--- src/rtl/alu_logic_pipe_if.sv ---
// rtl/alu_logic_pipe_if.sv - handshake and operand bundle for the pipelined logic unit
interface alu_logic_pipe_if #(
  parameter int W     = 4,
  parameter int CNT_W = 16
);
  logic             in_valid;
  logic             in_ready;
  logic [W-1:0]     a;
  logic [W-1:0]     b;
  logic [2:0]       op;
  logic             out_valid;
  logic             out_ready;
  logic [2*W-1:0]   y;
  logic             err;
  logic             zero;
  logic [CNT_W-1:0] done_count;

  modport master (
    output in_valid, a, b, op, out_ready,
    input  in_ready, out_valid, y, err, zero, done_count
  );

  modport slave (
    input  in_valid, a, b, op, out_ready,
    output in_ready, out_valid, y, err, zero, done_count
  );
endinterface

--- src/rtl/alu_logic_pipe.sv ---
// rtl/alu_logic_pipe.sv - opcode-selected W-bit logic unit behind an elastic valid/ready pipeline
module alu_logic_pipe #(
  parameter int W      = 4,
  parameter int STAGES = 2,
  parameter int CNT_W  = 16
) (
  input logic             clk,
  input logic             reset,
  alu_logic_pipe_if.slave bus
);

  logic [W-1:0]      r_in;
  logic              err_in;

  logic [STAGES-1:0] v_q;
  logic [STAGES-1:0] e_q;
  logic [STAGES-1:0] z_q;
  logic [W-1:0]      r_q [STAGES];

  logic [STAGES-1:0] load;
  logic [STAGES-1:0] src_v;
  logic [STAGES-1:0] src_e;
  logic [STAGES-1:0] src_z;
  logic [W-1:0]      src_r [STAGES];

  logic [CNT_W-1:0]  cnt_q;
  logic              out_hs;

  // Logic function evaluated on the raw inputs as they enter stage 0.
  always_comb begin
    r_in   = '0;
    err_in = 1'b0;
    case (bus.op)
      3'd0: r_in = bus.a & bus.b;
      3'd1: r_in = bus.a | bus.b;
      3'd2: r_in = ~(bus.a & bus.b);
      3'd3: r_in = ~(bus.a | bus.b);
      3'd4: r_in = bus.a ^ bus.b;
      3'd5: r_in = ~(bus.a ^ bus.b);
      3'd6: r_in = ~bus.a;
      3'd7: begin
        r_in   = '0;
        err_in = 1'b1;
      end
      default: begin
        r_in   = '0;
        err_in = 1'b1;
      end
    endcase
  end

  assign src_v[0] = bus.in_valid;
  assign src_r[0] = r_in;
  assign src_e[0] = err_in;
  assign src_z[0] = (r_in == '0);

  // A stage may load when some stage at or after it is empty, or the tail is draining;
  // written in closed form so the ready chain has no combinational self-dependence.
  genvar k;
  generate
    for (k = 0; k < STAGES; k++) begin : g_stage
      assign load[k] = bus.out_ready || !(&v_q[STAGES-1:k]);
      if (k > 0) begin : g_link
        assign src_v[k] = v_q[k-1];
        assign src_r[k] = r_q[k-1];
        assign src_e[k] = e_q[k-1];
        assign src_z[k] = z_q[k-1];
      end
    end
  endgenerate

  // Stage registers: valid follows the source on load, payload only updates on a real
  // result so the output fields keep their last values once the pipe empties.
  always_ff @(posedge clk) begin
    if (reset) begin
      v_q <= '0;
      e_q <= '0;
      z_q <= '0;
      for (int i = 0; i < STAGES; i++) r_q[i] <= '0;
    end else begin
      for (int i = 0; i < STAGES; i++) begin
        if (load[i]) begin
          v_q[i] <= src_v[i];
          if (src_v[i]) begin
            r_q[i] <= src_r[i];
            e_q[i] <= src_e[i];
            z_q[i] <= src_z[i];
          end
        end
      end
    end
  end

  assign out_hs = v_q[STAGES-1] && bus.out_ready;

  // Saturating count of output handshakes.
  always_ff @(posedge clk) begin
    if (reset) begin
      cnt_q <= '0;
    end else if (out_hs && (cnt_q != '1)) begin
      cnt_q <= cnt_q + 1'b1;
    end
  end

  assign bus.in_ready   = load[0] && !reset;
  assign bus.out_valid  = v_q[STAGES-1];
  assign bus.y          = {{W{1'b0}}, r_q[STAGES-1]};
  assign bus.err        = e_q[STAGES-1];
  assign bus.zero       = z_q[STAGES-1];
  assign bus.done_count = cnt_q;

endmodule

--- src/flat_wrapper.sv ---
// flat-port wrapper written by rule: the top's interface ports become plain ports
module alu_logic_pipe_flat 
#(
  parameter int W      = 4,
  parameter int STAGES = 2,
  parameter int CNT_W  = 16
)
  (clk, reset, bus_in_valid, bus_a, bus_b, bus_op, bus_out_ready, bus_in_ready, bus_out_valid, bus_y, bus_err, bus_zero, bus_done_count);
  alu_logic_pipe_if #(.W(W), .CNT_W(CNT_W)) bus_i ();
  input logic clk;
  input logic reset;
  input wire logic [$bits(bus_i.in_valid)-1:0] bus_in_valid;
  input wire logic [$bits(bus_i.a)-1:0] bus_a;
  input wire logic [$bits(bus_i.b)-1:0] bus_b;
  input wire logic [$bits(bus_i.op)-1:0] bus_op;
  input wire logic [$bits(bus_i.out_ready)-1:0] bus_out_ready;
  output wire logic [$bits(bus_i.in_ready)-1:0] bus_in_ready;
  output wire logic [$bits(bus_i.out_valid)-1:0] bus_out_valid;
  output wire logic [$bits(bus_i.y)-1:0] bus_y;
  output wire logic [$bits(bus_i.err)-1:0] bus_err;
  output wire logic [$bits(bus_i.zero)-1:0] bus_zero;
  output wire logic [$bits(bus_i.done_count)-1:0] bus_done_count;
  assign bus_i.in_valid = bus_in_valid;
  assign bus_i.a = bus_a;
  assign bus_i.b = bus_b;
  assign bus_i.op = bus_op;
  assign bus_i.out_ready = bus_out_ready;
  assign bus_in_ready = bus_i.in_ready;
  assign bus_out_valid = bus_i.out_valid;
  assign bus_y = bus_i.y;
  assign bus_err = bus_i.err;
  assign bus_zero = bus_i.zero;
  assign bus_done_count = bus_i.done_count;
  alu_logic_pipe #(.W(W), .STAGES(STAGES), .CNT_W(CNT_W)) u_core (.clk(clk), .reset(reset), .bus(bus_i));
endmodule
--- config.mk ---
export PLATFORM = sky130hd
export DESIGN_NAME = alu_logic_pipe_flat
export DESIGN_NICKNAME = d
export VERILOG_FILES = /design/src/rtl/alu_logic_pipe_if.sv /design/src/rtl/alu_logic_pipe.sv /design/src/flat_wrapper.sv
export SDC_FILE = /design/constraint.sdc
export NUM_CORES = 1
export LEC_CHECK = 0
export ABC_CLOCK_PERIOD_IN_PS = 1650
export BUFFER_PORTS_ARGS = -buffer_cell sky130_fd_sc_hd__buf_2
export CAP_MARGIN = 20
export CORE_ASPECT_RATIO = 0.8
export CORE_MARGIN = 2
export CORE_UTILIZATION = 48
export DETAILED_ROUTE_END_ITERATION = 16
export MAX_ROUTING_LAYER = met4
export PLACE_DENSITY = 0.87
export RECOVER_POWER = 25
export SLEW_MARGIN = 25
export SYNTH_ARGS = -nofsm -noshare
export SYNTH_HDL_FRONTEND = slang
export SYNTH_SLANG_ARGS = --single-unit
--- constraint.sdc ---
create_clock -name clk -period 1.65 [get_ports clk]
set_clock_uncertainty 0.05 [all_clocks]
set_input_delay 0.33 -clock clk [delete_from_list [all_inputs] [get_ports clk]]
set_output_delay 0.33 -clock clk [all_outputs]
set_load 0.005 [all_outputs]
* Word-level counts from Yosys, hierarchy flattened *
Memory sizes are Yosys's and may differ from the RTL's.
Cells that the tools add are included.

word-level totals
  flip-flop bits (word level) = 22
  bits in writable memories = 8
  output and inout port bits = 28
  logic and storage cells = 53
  memories kept = 1

cells by class
  add/subtract/negate cells = 1
  eq/ne operators = 8
  mux-type cells = 14
  bitwise operators = 9
  reductions and logical operators = 13

memories
  name        depth  bits a word  read ports  clocked after memory_dff  wr ports  line                  RTL
  u_core.r_q  2      4            2           0                         2         alu_logic_pipe.sv:18  logic [W-1:0] r_q [STAGES];

operators by type and width
  kind                                            count
  case mux 4 bit (8 select lines)                 1
  adder 16 x 1 -> 16 bit (second input constant)  1
  != test 16 bit (second input constant)          1
  NOT 4 bit                                       4
  == test 3 bit (second input constant)           4
  2-to-1 mux 1 bit                                11
  2-to-1 mux 4 bit                                2
  == test 3 x 2 -> 1 bit (second input constant)  2
  AND reduction 2 bit                             3
  bitwise AND 4 bit                               1
  zero test 4 bit                                 1
  OR 4 bit                                        1
  XOR 4 bit                                       1
  == test 3 x 1 -> 1 bit (second input constant)  1
  logical AND 1 bit                               3
  zero test 1 bit                                 3
  zero test 3 bit                                 1
  logical OR 1 bit                                2
  OR 1 bit                                        2

* Depth between registers and ports, before layout *
  depth after elaboration = 7
  gate-level depth with buffers = 7
  depth with buffers taken out = 7

* Worst setup path after synthesis *
Ideal clock, no wire load.

  path type = register to register
  from = register u_core.cnt_q[0] (netlist: u_core.bus.done_count[0])
  to = register u_core.cnt_q[1] (netlist: u_core.bus.done_count[1])
  arrival = 1.532 ns
  data required time = 1.472 ns
  slack = -0.059 ns
  cell stages (with the launch flop) = 7
  buffers on the path = 1
  clock period less this slack = 1.709 ns
  cells stage by stage = dfxtp_1 > ha_1 > nand3_2 > o41ai_4 > buf_6 > mux2i_1 > nor2_1

on the way
  longest elaborated chain between the ends = 2

ends and longest elaborated chain
  what                                                            line                   RTL
  start: declaration                                              alu_logic_pipe.sv:26   logic [CNT_W-1:0] cnt_q;
  start signal: assignment                                        alu_logic_pipe.sv:101  cnt_q <= cnt_q + 1'b1;
  branches (longest 2 deep; another with adder 16 x 1 -> 16 bit)  --

Parallel ways; which one is timed is not known.
A chain may end at the register's enable or synchronous reset.

* Worst setup path in the final report *
  from = register u_core.cnt_q[11] (netlist: u_core.bus.done_count[11])
  to = register u_core.cnt_q[9] (netlist: u_core.bus.done_count[9])

on the way
  longest elaborated chain between the ends = 2

ends and longest elaborated chain
  what               line                   RTL
  != test 16 bit     alu_logic_pipe.sv:100  end else if (out_hs && (cnt_q != '1)) begin
  logical AND 1 bit  alu_logic_pipe.sv:100

No other way between the ends.

==> results.sh <==
export IMPL_status="complete, no violations"
export IMPL_cp_cell_sequence="nand4_1, o41ai_4, buf_4, nor4_2, xnor2_1, nor2_1"
export IMPL_power_leakage_nw=1.07
export IMPL_post_drt_wl_per_cell_um=12.1
export IMPL_worstReg2RegStart="u_core.bus.done_count[11]$_SDFFE_PP0P_"
export IMPL_initial_core_util_pct=49.8
export IMPL_finalMaxSlewViolations=0
export IMPL_rr_worst_depth=6
export IMPL_reg2reg_slack_ps=40
export IMPL_crit_buf_inv=1
export IMPL_via_per_inst=5.11
export IMPL_startpoint="u_core.bus.done_count[11]$_SDFFE_PP0P_"
export IMPL_cts_hold_buf=0
export IMPL_synth_top_cell_by_area="dfxtp_1"
export IMPL_gr_usage_all_layers_pct=18.8
export IMPL_ys_warn_count=0
export IMPL_clk_latency_ps=280
export IMPL_synth_enable_flop_cells=8
export IMPL_cts_tree="built"
export IMPL_layout_drive_gt1_share_pct=37.5
export IMPL_clock_path_buffers=2
export IMPL_place_gp_congestion=0.867
export IMPL_synth_cells=212
export IMPL_min_period_ps=1610
export IMPL_die_area_um2=4440
export IMPL_ios=43
export IMPL_grt_start_max_net_pins=19
export IMPL_clockRootBuffer="clkbuf_8"
export IMPL_drc_errors=0
export IMPL_crit_path_end="u_core.bus.done_count[9]$_SDFFE_PP0P_"
export IMPL_cp_arrival_ps=1730
export IMPL_rsz0062_at_grt="true"
export IMPL_dpl_hpwl_um=2890
export IMPL_yosysSeqAreaShare_pct=36.2
export IMPL_synth_area_per_cell_um2=8.87
export IMPL_yosysMostFrequentCell="nor2_1"
export IMPL_clkTransAtPathRegs_ps=60
export IMPL_synth_main_ff_cell="dfxtp_1"
export IMPL_timing_rr_end="u_core.bus.done_count[9]$_SDFFE_PP0P_"
export IMPL_required_ps=1770
export IMPL_period_share_pct=97.5
export IMPL_drv_cap=0
export IMPL_routed_via_count=1696
export IMPL_synth_seq_cells=30
export IMPL_die_y_um=60.0
export IMPL_critical_path_max_stage_delay_ps=440
export IMPL_grt_pass1_vias=1488
export IMPL_syn2layout_area_growth_pct=29.3
export IMPL_setup_violations=0
export IMPL_critical_path_depth=6
export IMPL_fin_nets=300
export IMPL_hold_viol=0
export IMPL_slowest_stage="o41ai_4"
export IMPL_grt_pass1_wl_um=6200
export IMPL_gr_total_overflow=0
export IMPL_fin_util_pct=64.3
export IMPL_numCtsBuffers=5
export IMPL_cp_start_kind="flop"
export IMPL_core_um2=3780
export IMPL_criticalPathCategory="reg -> reg"
export IMPL_synthTopCellsByArea="dfxtp_1, edfxtp_1, ha_1, nor2_1, xnor2_1"
export IMPL_powerDensity_nw_per_um2=652
export IMPL_antennaDiodeCount=0
export IMPL_antenna_left=0
export IMPL_antenna_found_initial=0
export IMPL_routed_wl_um=4030
export IMPL_crit_family="compound AO/OA/AOI/OAI gates"
export IMPL_async_flop_share_pct=0
export IMPL_drtIter0Drc=92
export IMPL_yosysUniqueCellTypes=53
export IMPL_fin_ws_ps=42.0
export IMPL_synth_top_cell_area_share_pct=23.4
export IMPL_syn_area_um2=1880
export IMPL_fmax_mhz=622
export IMPL_cp_end_kind="flop"
export IMPL_ir_drop_v=0.000280
export IMPL_path_max_fanout=3
export IMPL_h_tree_depth=2
export IMPL_ys_top_cells_by_count="nor2_1, dfxtp_1, inv_1"
export IMPL_hold_class="in -> reg"
export IMPL_cts_sinks=30
export IMPL_drtPass1Iterations=4
export IMPL_portBuffers=38
export IMPL_pre_cts_slack_ps=-193
export IMPL_rows=20
export IMPL_die_w_um=74.0
## layout by cell type, fill, tap and decap left out, types with 3 or more instances in the layout
cell      Yosys  final
or2_2         3      3
dfxtp_1      22     16
buf_4         8     32
mux2i_1       3      3
dfxtp_2       0      6
nand2_1       8      8
o21a_1        3      3
nand2b_1      5      5
clkbuf_8      0      5
and3_1        3      3
xor2_1        5      5
xnor2_1       8      8
edfxtp_1      8      8
nand3b_1      3      3
nand4_1       5      5
ha_1          9      7
nor3_2        4      4
inv_1        14     13
nand3_1       6      6
nor2_1       29     29
conb_1        1      4
buf_2         5     38
a21oi_1      10      9
and2_1        6      6
o21ai_0       3      3
## area by class of cell
| type | count | area [um2] |
|---|---|---|
| Fill cell | 313 | 1350 |
| Multi-Input combinational cell | 153 | 1090 |
| Sequential cell | 30 | 688 |
| Timing Repair Buffer | 72 | 445 |
| Clock buffer | 6 | 72.6 |
| Tap cell | 55 | 68.8 |
| Inverter | 14 | 52.6 |
| Clock inverter | 2 | 8.76 |
## worst register-to-register path: cells and delay by family, from the launching register on
kind | cells | cell delay (ps)
xor+xnor | 1 | 180
compound gates | 1 | 440
buf+inv | 1 | 200
flops | 1 | 340
simple gates | 3 | 290
## sequential cells by signal (all words and copies together) (netlist names)
register and cells:
u_core.bus.done_count 16, u_core.r_q 8, u_core.e_q 2, u_core.v_q 2, u_core.z_q 2
## layer usage
| layer | routed length (um) | track usage, % | vias up |
|---|---|---|---|
| met1 | 1820 | 22.2 | 775 |
| met4 | 66 | 5.97 | 0 |
| li1 | - | - | 853 |
| met2 | 1930 | 31.4 | 60 |
| met5 | 0 | - | - |
| met3 | 209 | 5.06 | 8 |
## kinds of logic (layout without fill, tap and decap cells)
kind of cell	after synthesis	count (layout)	synth area share (%)
AO/OA/AOI/OAI	34	34	13.0
XOR/XNOR	13	13	6.05
adder cells (fa/ha/maj)	9	9	5.99
buffers and inverters	32	94	8.72
flip-flops	30	30	36.2
multiplexers	5	5	2.79
other	1	4	0.199
AND/OR/NAND/NOR	88	88	27.0
## power by group
part / internal (mW) / switching [mW] / leakage (nW)
Combinational: 0.118 / 0.123 / 0.756
Sequential: 0.781 / 0.00975 / 0.267
Clock: 0.289 / 0.263 / 0.0426
## repair_timing
action / CTS / global route
endpoints found under the hold margin: 0 / 0
pin swaps: 0 / 1
cloned: 0 / 1
setup buffers: 0 / 1
resized for setup: 1 / 12
setup endpoints to repair: 1 / 10
## worst min path at each step
stage	slack [ps]	endpoint	startpoint	depth (start not counted)
after detailed placement	410	u_core.e_q[0]$_SDFFE_PP0P_	u_core.e_q[0]$_SDFFE_PP0P_	2
final	310	u_core.v_q[0]$_SDFFE_PP0N_	bus_in_valid	3
after global placement	400	u_core.e_q[0]$_SDFFE_PP0P_	u_core.e_q[0]$_SDFFE_PP0P_	2
after CTS	310	u_core.e_q[0]$_SDFFE_PP0P_	bus_in_valid	3
after global routing	330	u_core.v_q[0]$_SDFFE_PP0N_	bus_in_valid	3
after floorplan	380	u_core.e_q[0]$_SDFFE_PP0P_	u_core.e_q[0]$_SDFFE_PP0P_	2
## metrics by stage
stage	total power, mW	hold slack, ps	area (um2)	std cells	setup TNS, ps
global placement	1.03	398	2300	322	-336
floorplan	0.963	381	1910	215	0
detailed placement	1.04	409	2300	322	-500
global route	1.65	329	2430	332	-181
finish	1.58	305	2430	332	0
CTS	1.59	314	2380	330	0
Note: power is estimated with default switching activity, not from simulation.
